### src/rtl/act_maxpool2x2_if.sv
// Streaming bus of the 2x2 max-pool stage: activation samples in, pooled results out.
interface act_maxpool2x2_if #(
  parameter int IDX_W = 4
) ();
  logic             en;
  logic             sof;
  logic             din_valid;
  logic [7:0]       din;
  logic             pool_valid;
  logic [7:0]       pool_out;
  logic [IDX_W-1:0] pool_idx;
  logic             frame_done;

  modport master (
    output en, sof, din_valid, din,
    input  pool_valid, pool_out, pool_idx, frame_done
  );

  modport slave (
    input  en, sof, din_valid, din,
    output pool_valid, pool_out, pool_idx, frame_done
  );
endinterface

### src/rtl/act_maxpool2x2.sv
// 2x2 max-pool over a raster activation stream: horizontal pair max on every odd
// column, even rows parked in a line buffer, combined with the odd row to emit.
module act_maxpool2x2 #(
  parameter int ROW_W      = 32,
  parameter int FRAME_ROWS = 32,
  parameter int IDX_W      = 4
) (
  input logic             clk,
  input logic             rst_n,
  act_maxpool2x2_if.slave bus
);

  localparam int COL_W  = $clog2(ROW_W);
  localparam int ROW_CW = $clog2(FRAME_ROWS);
  localparam int PAIRS  = ROW_W / 2;
  localparam int PAIR_W = (PAIRS > 1) ? $clog2(PAIRS) : 1;

  localparam logic [COL_W-1:0]  COL_LAST = COL_W'(ROW_W - 1);
  localparam logic [ROW_CW-1:0] ROW_LAST = ROW_CW'(FRAME_ROWS - 1);

  typedef enum logic {
    FILL = 1'b0,
    EMIT = 1'b1
  } phase_t;

  phase_t state_reg, state_next;

  logic [COL_W-1:0]  col_reg, col_next;
  logic [ROW_CW-1:0] row_reg, row_next;
  logic [7:0]        hold_reg, hold_next;
  logic              pool_valid_reg, pool_valid_next;
  logic              frame_done_reg, frame_done_next;
  logic [7:0]        pool_out_reg, pool_out_next;
  logic [IDX_W-1:0]  pool_idx_reg, pool_idx_next;

  logic              accept;
  logic              col_odd;
  logic              col_wrap;
  logic              fill_write;
  logic              emit_fire;
  logic [PAIR_W-1:0] pair_idx;
  logic [7:0]        pair_max;
  logic [7:0]        pool_max;

  logic [7:0]        linebuf [PAIRS];
  logic [7:0]        lb_rd_reg;

  assign accept   = bus.en & bus.din_valid;
  assign col_odd  = col_reg[0];
  assign col_wrap = (col_reg == COL_LAST);
  assign pair_idx = PAIR_W'(col_reg >> 1);

  // A sample that arrives with sof belongs to the new frame at col 0, so it
  // can never complete a pair of the old one.
  assign fill_write = accept & ~bus.sof & (state_reg == FILL) & col_odd;
  assign emit_fire  = accept & ~bus.sof & (state_reg == EMIT) & col_odd;

  assign pair_max = (bus.din > hold_reg) ? bus.din : hold_reg;
  assign pool_max = (lb_rd_reg > pair_max) ? lb_rd_reg : pair_max;

  // Row phase FSM
  always_ff @(posedge clk) begin
    if (!rst_n) begin
      state_reg <= FILL;
    end else begin
      state_reg <= state_next;
    end
  end

  always_comb begin
    state_next = state_reg;
    if (bus.sof) begin
      state_next = FILL;
    end else if (accept && col_wrap) begin
      state_next = (state_reg == FILL) ? EMIT : FILL;
    end
  end

  // Counters, hold register and output registers
  always_comb begin
    col_next        = col_reg;
    row_next        = row_reg;
    hold_next       = hold_reg;
    pool_valid_next = 1'b0;
    frame_done_next = 1'b0;
    pool_out_next   = pool_out_reg;
    pool_idx_next   = pool_idx_reg;

    if (bus.sof) begin
      col_next = '0;
      row_next = '0;
      if (accept) begin
        col_next  = COL_W'(1);
        hold_next = bus.din;
      end
    end else if (accept) begin
      if (col_wrap) begin
        col_next = '0;
        row_next = (row_reg == ROW_LAST) ? '0 : row_reg + ROW_CW'(1);
      end else begin
        col_next = col_reg + COL_W'(1);
      end

      if (!col_odd) begin
        hold_next = bus.din;
      end

      if (emit_fire) begin
        pool_valid_next = 1'b1;
        pool_out_next   = pool_max;
        pool_idx_next   = IDX_W'(pair_idx);
        frame_done_next = (row_reg == ROW_LAST) && col_wrap;
      end
    end
  end

  always_ff @(posedge clk) begin
    if (!rst_n) begin
      col_reg        <= '0;
      row_reg        <= '0;
      hold_reg       <= '0;
      pool_valid_reg <= 1'b0;
      frame_done_reg <= 1'b0;
      pool_out_reg   <= '0;
      pool_idx_reg   <= '0;
    end else begin
      col_reg        <= col_next;
      row_reg        <= row_next;
      hold_reg       <= hold_next;
      pool_valid_reg <= pool_valid_next;
      frame_done_reg <= frame_done_next;
      pool_out_reg   <= pool_out_next;
      pool_idx_reg   <= pool_idx_next;
    end
  end

  // Line buffer with registered read. The address tracks col>>1, so the read
  // issued while the even column of a pair is current is ready for the odd one,
  // and stalls simply re-read the same entry.
  always_ff @(posedge clk) begin
    if (rst_n && fill_write) begin
      linebuf[pair_idx] <= pair_max;
    end
    lb_rd_reg <= linebuf[pair_idx];
  end

  assign bus.pool_valid = pool_valid_reg;
  assign bus.pool_out   = pool_out_reg;
  assign bus.pool_idx   = pool_idx_reg;
  assign bus.frame_done = frame_done_reg;

endmodule
### src/flat_wrapper.sv
// flat-port wrapper written by rule: the top's interface ports become plain ports
module act_maxpool2x2_flat 
#(
  parameter int ROW_W      = 32,
  parameter int FRAME_ROWS = 32,
  parameter int IDX_W      = 4
)
  (clk, rst_n, bus_en, bus_sof, bus_din_valid, bus_din, bus_pool_valid, bus_pool_out, bus_pool_idx, bus_frame_done);
  act_maxpool2x2_if #(.IDX_W(IDX_W)) bus_i ();
  input logic clk;
  input logic rst_n;
  input wire logic [$bits(bus_i.en)-1:0] bus_en;
  input wire logic [$bits(bus_i.sof)-1:0] bus_sof;
  input wire logic [$bits(bus_i.din_valid)-1:0] bus_din_valid;
  input wire logic [$bits(bus_i.din)-1:0] bus_din;
  output wire logic [$bits(bus_i.pool_valid)-1:0] bus_pool_valid;
  output wire logic [$bits(bus_i.pool_out)-1:0] bus_pool_out;
  output wire logic [$bits(bus_i.pool_idx)-1:0] bus_pool_idx;
  output wire logic [$bits(bus_i.frame_done)-1:0] bus_frame_done;
  assign bus_i.en = bus_en;
  assign bus_i.sof = bus_sof;
  assign bus_i.din_valid = bus_din_valid;
  assign bus_i.din = bus_din;
  assign bus_pool_valid = bus_i.pool_valid;
  assign bus_pool_out = bus_i.pool_out;
  assign bus_pool_idx = bus_i.pool_idx;
  assign bus_frame_done = bus_i.frame_done;
  act_maxpool2x2 #(.ROW_W(ROW_W), .FRAME_ROWS(FRAME_ROWS), .IDX_W(IDX_W)) u_core (.clk(clk), .rst_n(rst_n), .bus(bus_i));
endmodule
### config.mk
export PLATFORM = sky130hd
export DESIGN_NAME = act_maxpool2x2_flat
export DESIGN_NICKNAME = d
export VERILOG_FILES = /design/src/rtl/act_maxpool2x2_if.sv /design/src/rtl/act_maxpool2x2.sv /design/src/flat_wrapper.sv
export SDC_FILE = /design/constraint.sdc
export NUM_CORES = 1
export LEC_CHECK = 0
export CAP_MARGIN = 20
export CORE_AREA = 2 2 102 123
export DETAILED_ROUTE_END_ITERATION = 7
export DIE_AREA = 0 0 104 125
export PLACE_DENSITY = 0.75
export SYNTH_ARGS = -nofsm -noshare
export SYNTH_HDL_FRONTEND = slang
export SYNTH_SLANG_ARGS = --single-unit
export TNS_END_PERCENT = 30
### constraint.sdc
create_clock -name clk -period 3.3 [get_ports clk]
set_input_delay 0.495 -clock clk [delete_from_list [all_inputs] [get_ports clk]]
set_output_delay 0.495 -clock clk [all_outputs]
set_load 0.005 [all_outputs]
After elaboration in Yosys (flattened, before gate mapping)
Memories as Yosys holds them, arrays and structs flattened. A register that Yosys moved wholly into a read port is not among the register bits.
Index checks and enable logic that the tools add are counted.
W data, S select, Z words.
{"block": "word_totals", "reg_bits": 33, "ramBits": 128, "word_cells": 52, "n_memories": 1, "input_bits": 13}
{"block": "op_classes", "add_sub_neg": 2, "eq_ne": 3, "n_reduce_logical": 10, "order_cmp": 2, "n_mux": 15, "bitwise_logic": 11}
{"memory": "u_core.linebuf", "words": 16, "width": 8, "rd": 1, "rd_ports_with_merged_regs": 1, "write_ports": 1, "line_no": "act_maxpool2x2.sv:45", "text": "logic [7:0] linebuf [PAIRS];"}
{"cell": "$mux W8", "count": 6}
{"cell": "$mux W5", "count": 4}
{"cell": "$gt A8 B8 Y1", "count": 2}
{"cell": "$add A5 B1 Y5 const B", "count": 2}
{"cell": "$eq A5 B5 Y1 const B", "count": 2}
{"cell": "$and A1 B1 Y1", "count": 6}
{"cell": "$mux W1", "count": 5}
{"cell": "$not A1 Y1", "count": 5}
{"cell": "$reduce_and A2 Y1", "count": 2}
{"cell": "$reduce_or A4 Y1", "count": 1}
{"cell": "$logic_and A1 B1 Y1", "count": 3}
{"cell": "$reduce_and A3 Y1", "count": 1}
{"cell": "$reduce_or A3 Y1", "count": 1}
{"cell": "$ne A2 B2 Y1 const B", "count": 1}
{"cell": "$reduce_bool A2 Y1", "count": 1}
{"cell": "$reduce_or A2 Y1", "count": 1}

Longest topological paths before layout
Gate-level depths: netlist of the first run.
{"block": "logic_depth", "word_depth": 7, "depth_mapped": 15, "mapped_depth_nobuf": 15}

Worst setup path after synthesis of the first run
OpenSTA, ideal clock, no wires.
{"block": "synth_timing", "path_kind": "input to register", "from": "input port bus_din[1]", "to": "register u_core.pool_out_reg[0], in the netlist u_core.bus.pool_out[0]", "arrival_time_ps": 2967, "required_ps": 3160, "n_path_buf": 0, "setup_ps": 140, "stages": 14, "slack_ps": 194, "cell_sequence": "ha_1 -> nor2b_1 -> o211ai_1 -> a21oi_1 -> o22ai_4 -> mux2i_1 -> inv_1 -> ha_1 -> nor2b_1 -> o211ai_1 -> a21oi_1 -> nor3_1 -> o21ai_0 -> o21ai_0"}
{"block": "synth_via", "elab_chain_cells": 4}
{"item": "start: declaration", "line_no": "flat_wrapper.sv:15", "text": "input wire logic [$bits(bus_i.din)-1:0] bus_din;"}
{"item": "$gt A8 B8 Y1 *", "line_no": "act_maxpool2x2.sv:58", "text": "assign pair_max = (bus.din > hold_reg) ? bus.din : hold_reg;"}
{"item": "$mux W8 *", "line_no": "act_maxpool2x2.sv:58"}
{"item": "net u_core.pair_max[0]", "line_no": "act_maxpool2x2.sv:42", "text": "logic [7:0] pair_max;"}
{"item": "$gt A8 B8 Y1", "line_no": "act_maxpool2x2.sv:59", "text": "assign pool_max = (lb_rd_reg > pair_max) ? lb_rd_reg : pair_max;"}
{"item": "$mux W8 *", "line_no": "act_maxpool2x2.sv:59"}
{"item": "end signal: assignment", "line_no": "act_maxpool2x2.sv:132", "text": "pool_out_reg <= pool_out_next;"}
{"item": "end: declaration", "line_no": "act_maxpool2x2.sv:33", "text": "logic [7:0] pool_out_reg, pool_out_next;"}
Mark *: on every way through the listed nets, which the timed path passes. The rest lies on a longest branch.
A chain may end at the register's enable or synchronous reset.

Worst setup path after layout of the first run
{"block": "layout_timing", "from": "input port bus_din[7]", "to": "register u_core.pool_out_reg[2], in the netlist u_core.bus.pool_out[2]"}
{"block": "layout_via", "elab_chain_cells": 4}
{"item": "$gt A8 B8 Y1", "line_no": "act_maxpool2x2.sv:58"}
{"item": "$mux W8 *", "line_no": "act_maxpool2x2.sv:58"}
{"item": "$gt A8 B8 Y1", "line_no": "act_maxpool2x2.sv:59"}
{"item": "$mux W8 *", "line_no": "act_maxpool2x2.sv:59"}
Every way passes the cells marked *; elsewhere a longest branch is shown, timed or not.

==> flow_metrics.tcl, run 1 <==
set metrics [dict create \
    power.leakage_nw 2.82 \
    synthTopCellsByCount "edfxtp_1 (128), dfxtp_1 (41), nor2_1 (31)" \
    synthCells 411 \
    powerDensity_nw_per_um2 527 \
    cp.arrival_ns 3.55 \
    root_buffer "clkbuf_16" \
    ys_ff_latch 169 \
    hp-start "u_core.row_reg[3]" \
    seq_area_frac_synth_pct 67.4 \
    ys_top_cells_by_area "edfxtp_1 (56%), dfxtp_1 (12%), mux4_2 (9.1%), mux4_1 (4.6%), ha_1 (3.6%)" \
    critPathMaxFanout 8 \
    cts_htree_levels 4 \
    drtAntennaViolNets 0 \
    via_count 3853 \
    slew_viol_final 0 \
    avgSynthCellArea_um2 16.8 \
    cts_num_sinks 169 \
    grt-ovfl-total 0 \
    yosysMostFrequentCell "edfxtp_1" \
    nNetsFinal 516 \
    n_fill_cell 765 \
    status "completed" \
    insertion_delay_ns 0.42 \
    wl_per_cell_um 20.7 \
    synth_flop_cell "edfxtp_1" \
    wl_um 13600 \
    clock.fmax_mhz 308 \
    first_global_vias 4042 \
    fin_crit_ns 3.25 \
    grt_max_degree 28 \
    relSlewSlack_pct 27.2 \
    vdd_drop_max_uv 418 \
    fin_crit_sh_pct 98.4 \
    synth-edff-count 128 \
    clk_pin_slew_worst_paths_ns 0.07 \
    cts_tree "yes" \
    syn-num-nets 444 \
    gp_congestion 0.764 \
    rows 44 \
    grt_pass1_wl_um 21700 \
    cp-end-kind "register" \
    synth_top_cell_area_share_pct 55.6 \
    tightest_slew_ns 1.09 \
    largest_register "u_core.linebuf" \
    stdcell_count 657 \
    cts_buffers 17 \
    finalClockSkew_ns 0.0120 \
    io_pins 27 \
    synth_warnings 0 \
    setup_viol 0 \
    start_util_pct 58.2 \
    layout-drive-gt1-share_pct 24.0 \
    grt_usage_pct 22.3 \
    hold_viol 0 \
    io_buffer_count 26 \
    dieArea_um2 13000 \
    dp_cells 623 \
    netlist_area_um2 6920 \
    coreArea_um2 11900 \
    synth.distinct_cells 40 \
    worst-setup-path-type "input port to register" \
    rr_startpoint "u_core.hold_reg[1]" \
    diodes 0 \
    drc 0 \
    fp.dieW_um 104 \
    worstPathRequired_ns 3.60 \
    firstDrtPassIters 4 \
    synthArstFlopShare_pct 0 \
    largest_register_ffs 128 \
    drt-initial-drc-count 379 \
    synth_area_leader_cell "edfxtp_1" \
    hpwl_um 9170 \
    die_h_um 125 \
    crit_start "bus_din[7]" \
    hold_path.class "register to register" \
    drv_cap 0 \
    antenna_found_initial 0 \
    start_kind "input port" \
    post-route-util_pct 69.2 \
    cts_max_path_buffers 2 \
    vias_per_cell 5.86 \
    area_growth_syn_to_layout_pct 18.9 \
]
final timing paths:
| check | to | slack (ns) | cells after the start |
|---|---|---|---|
| hold / removal | u_core.row_reg[3] | 0.48 | 2 |
| hold reg to reg | u_core.row_reg[3] | 0.48 | 2 |
| setup / recovery | u_core.bus.pool_out[2] | 0.05 | 13 |
| setup reg to reg | u_core.bus.pool_out[2] | 0.10 | 14 |
critical path, stage by stage:
cell	delay, ns
clkdlybuf4s50_1	0.43
ha_1	0.34
a21oi_1	0.16
o21ai_0	0.18
o22ai_4	0.22
mux2i_2	0.28
ha_1	0.29
a21o_1	0.17
a21oi_1	0.15
nor2b_1	0.07
o31a_2	0.45
a22oi_2	0.21
o21ai_0	0.10
layout make-up:
type | instances | area, um^2 | area share [%]
Clock buffer | 20 | 437 | 5.31
Clock inverter | 12 | 96.3 | 1.17
Inverter | 18 | 67.6 | 0.822
Multi-Input combinational cell | 207 | 2160 | 26.3
Sequential cell | 169 | 4670 | 56.7
Tap cell | 161 | 201 | 2.45
Timing Repair Buffer | 70 | 597 | 7.26
cells in the final DEF, fill, tap and decap left out, types with 3 or more instances in the layout:
| master | instances |
|---|---|
| nand4_1 | 4 |
| mux4_2 | 28 |
| nand2_1 | 12 |
| a21oi_1 | 14 |
| clkdlybuf4s50_1 | 25 |
| o21ai_0 | 9 |
| nor3_1 | 7 |
| a22oi_2 | 6 |
| buf_4 | 43 |
| and3_1 | 3 |
| nand3_1 | 4 |
| inv_1 | 18 |
| nand2b_1 | 3 |
| nor2b_1 | 3 |
| edfxtp_1 | 128 |
| o21ai_1 | 6 |
| clkbuf_16 | 17 |
| clkinvlp_4 | 3 |
| clkbuf_1 | 3 |
| a31oi_1 | 3 |
| mux2i_1 | 16 |
| dfxtp_1 | 40 |
| clkinv_4 | 5 |
| nor2_1 | 31 |
| ha_1 | 20 |
| mux4_1 | 12 |
report_power, final:
part	total [mW]	switching, mW	internal, mW
combinational	0.223	0.128	0.0949
clock	1.78	0.806	0.970
sequential	2.33	0.00766	2.32
total	4.33	0.942	3.39
through the flow:
stage          total power [mW]  TNS (ns)  hold WS, ns  instance area, um^2  worst slack, ns
6_report                   4.33         0        0.482                 8220           0.0515
2_1_floorplan              2.49         0        0.441                 6920            0.194
3_3_place_gp               2.57     -1.76        0.448                 7600           -0.227
5_1_grt                    4.47    -0.788        0.508                 8220           -0.110
3_5_place_dp               2.58     -2.45        0.476                 7600           -0.336
4_1_cts                    4.34         0        0.484                 8140           0.0413
layer usage:
metal	wire, um	GRT usage, %	vias up
met1	5220	26.2	1956
met3	679	6.20	21
met2	7510	39.6	112
met5	0	0	-
met4	219	8.11	0
li1	-	-	1764
kinds of logic after synthesis:
kind of cell | Yosys count | synth area share, %
xor+xnor | 1 | 0.127
buf+inv | 35 | 2.32
flops | 169 | 67.4
simple gates | 78 | 5.59
compound gates | 48 | 4.36
fa+ha+maj | 20 | 3.62
mux | 60 | 16.6
timing repair:
action | CTS | global route
gates resized for setup | 0 | 19
setup buffers | 0 | 2
hold buffers | 0 | 0
setup endpoints to repair | 0 | 8
Power figures use the tool's default switching activity.
==> run 2: changes to the inputs <==
--- a/config.mk
+++ b/config.mk
@@ -10,6 +10,7 @@
 export DETAILED_ROUTE_END_ITERATION = 7
 export DIE_AREA = 0 0 104 125
 export PLACE_DENSITY = 0.75
+export SLEW_MARGIN = 20
 export SYNTH_ARGS = -nofsm -noshare
 export SYNTH_HDL_FRONTEND = slang
 export SYNTH_SLANG_ARGS = --single-unit
==> results of run 2 <==
Final layout, timing and power as in run 1 (identical DEF).
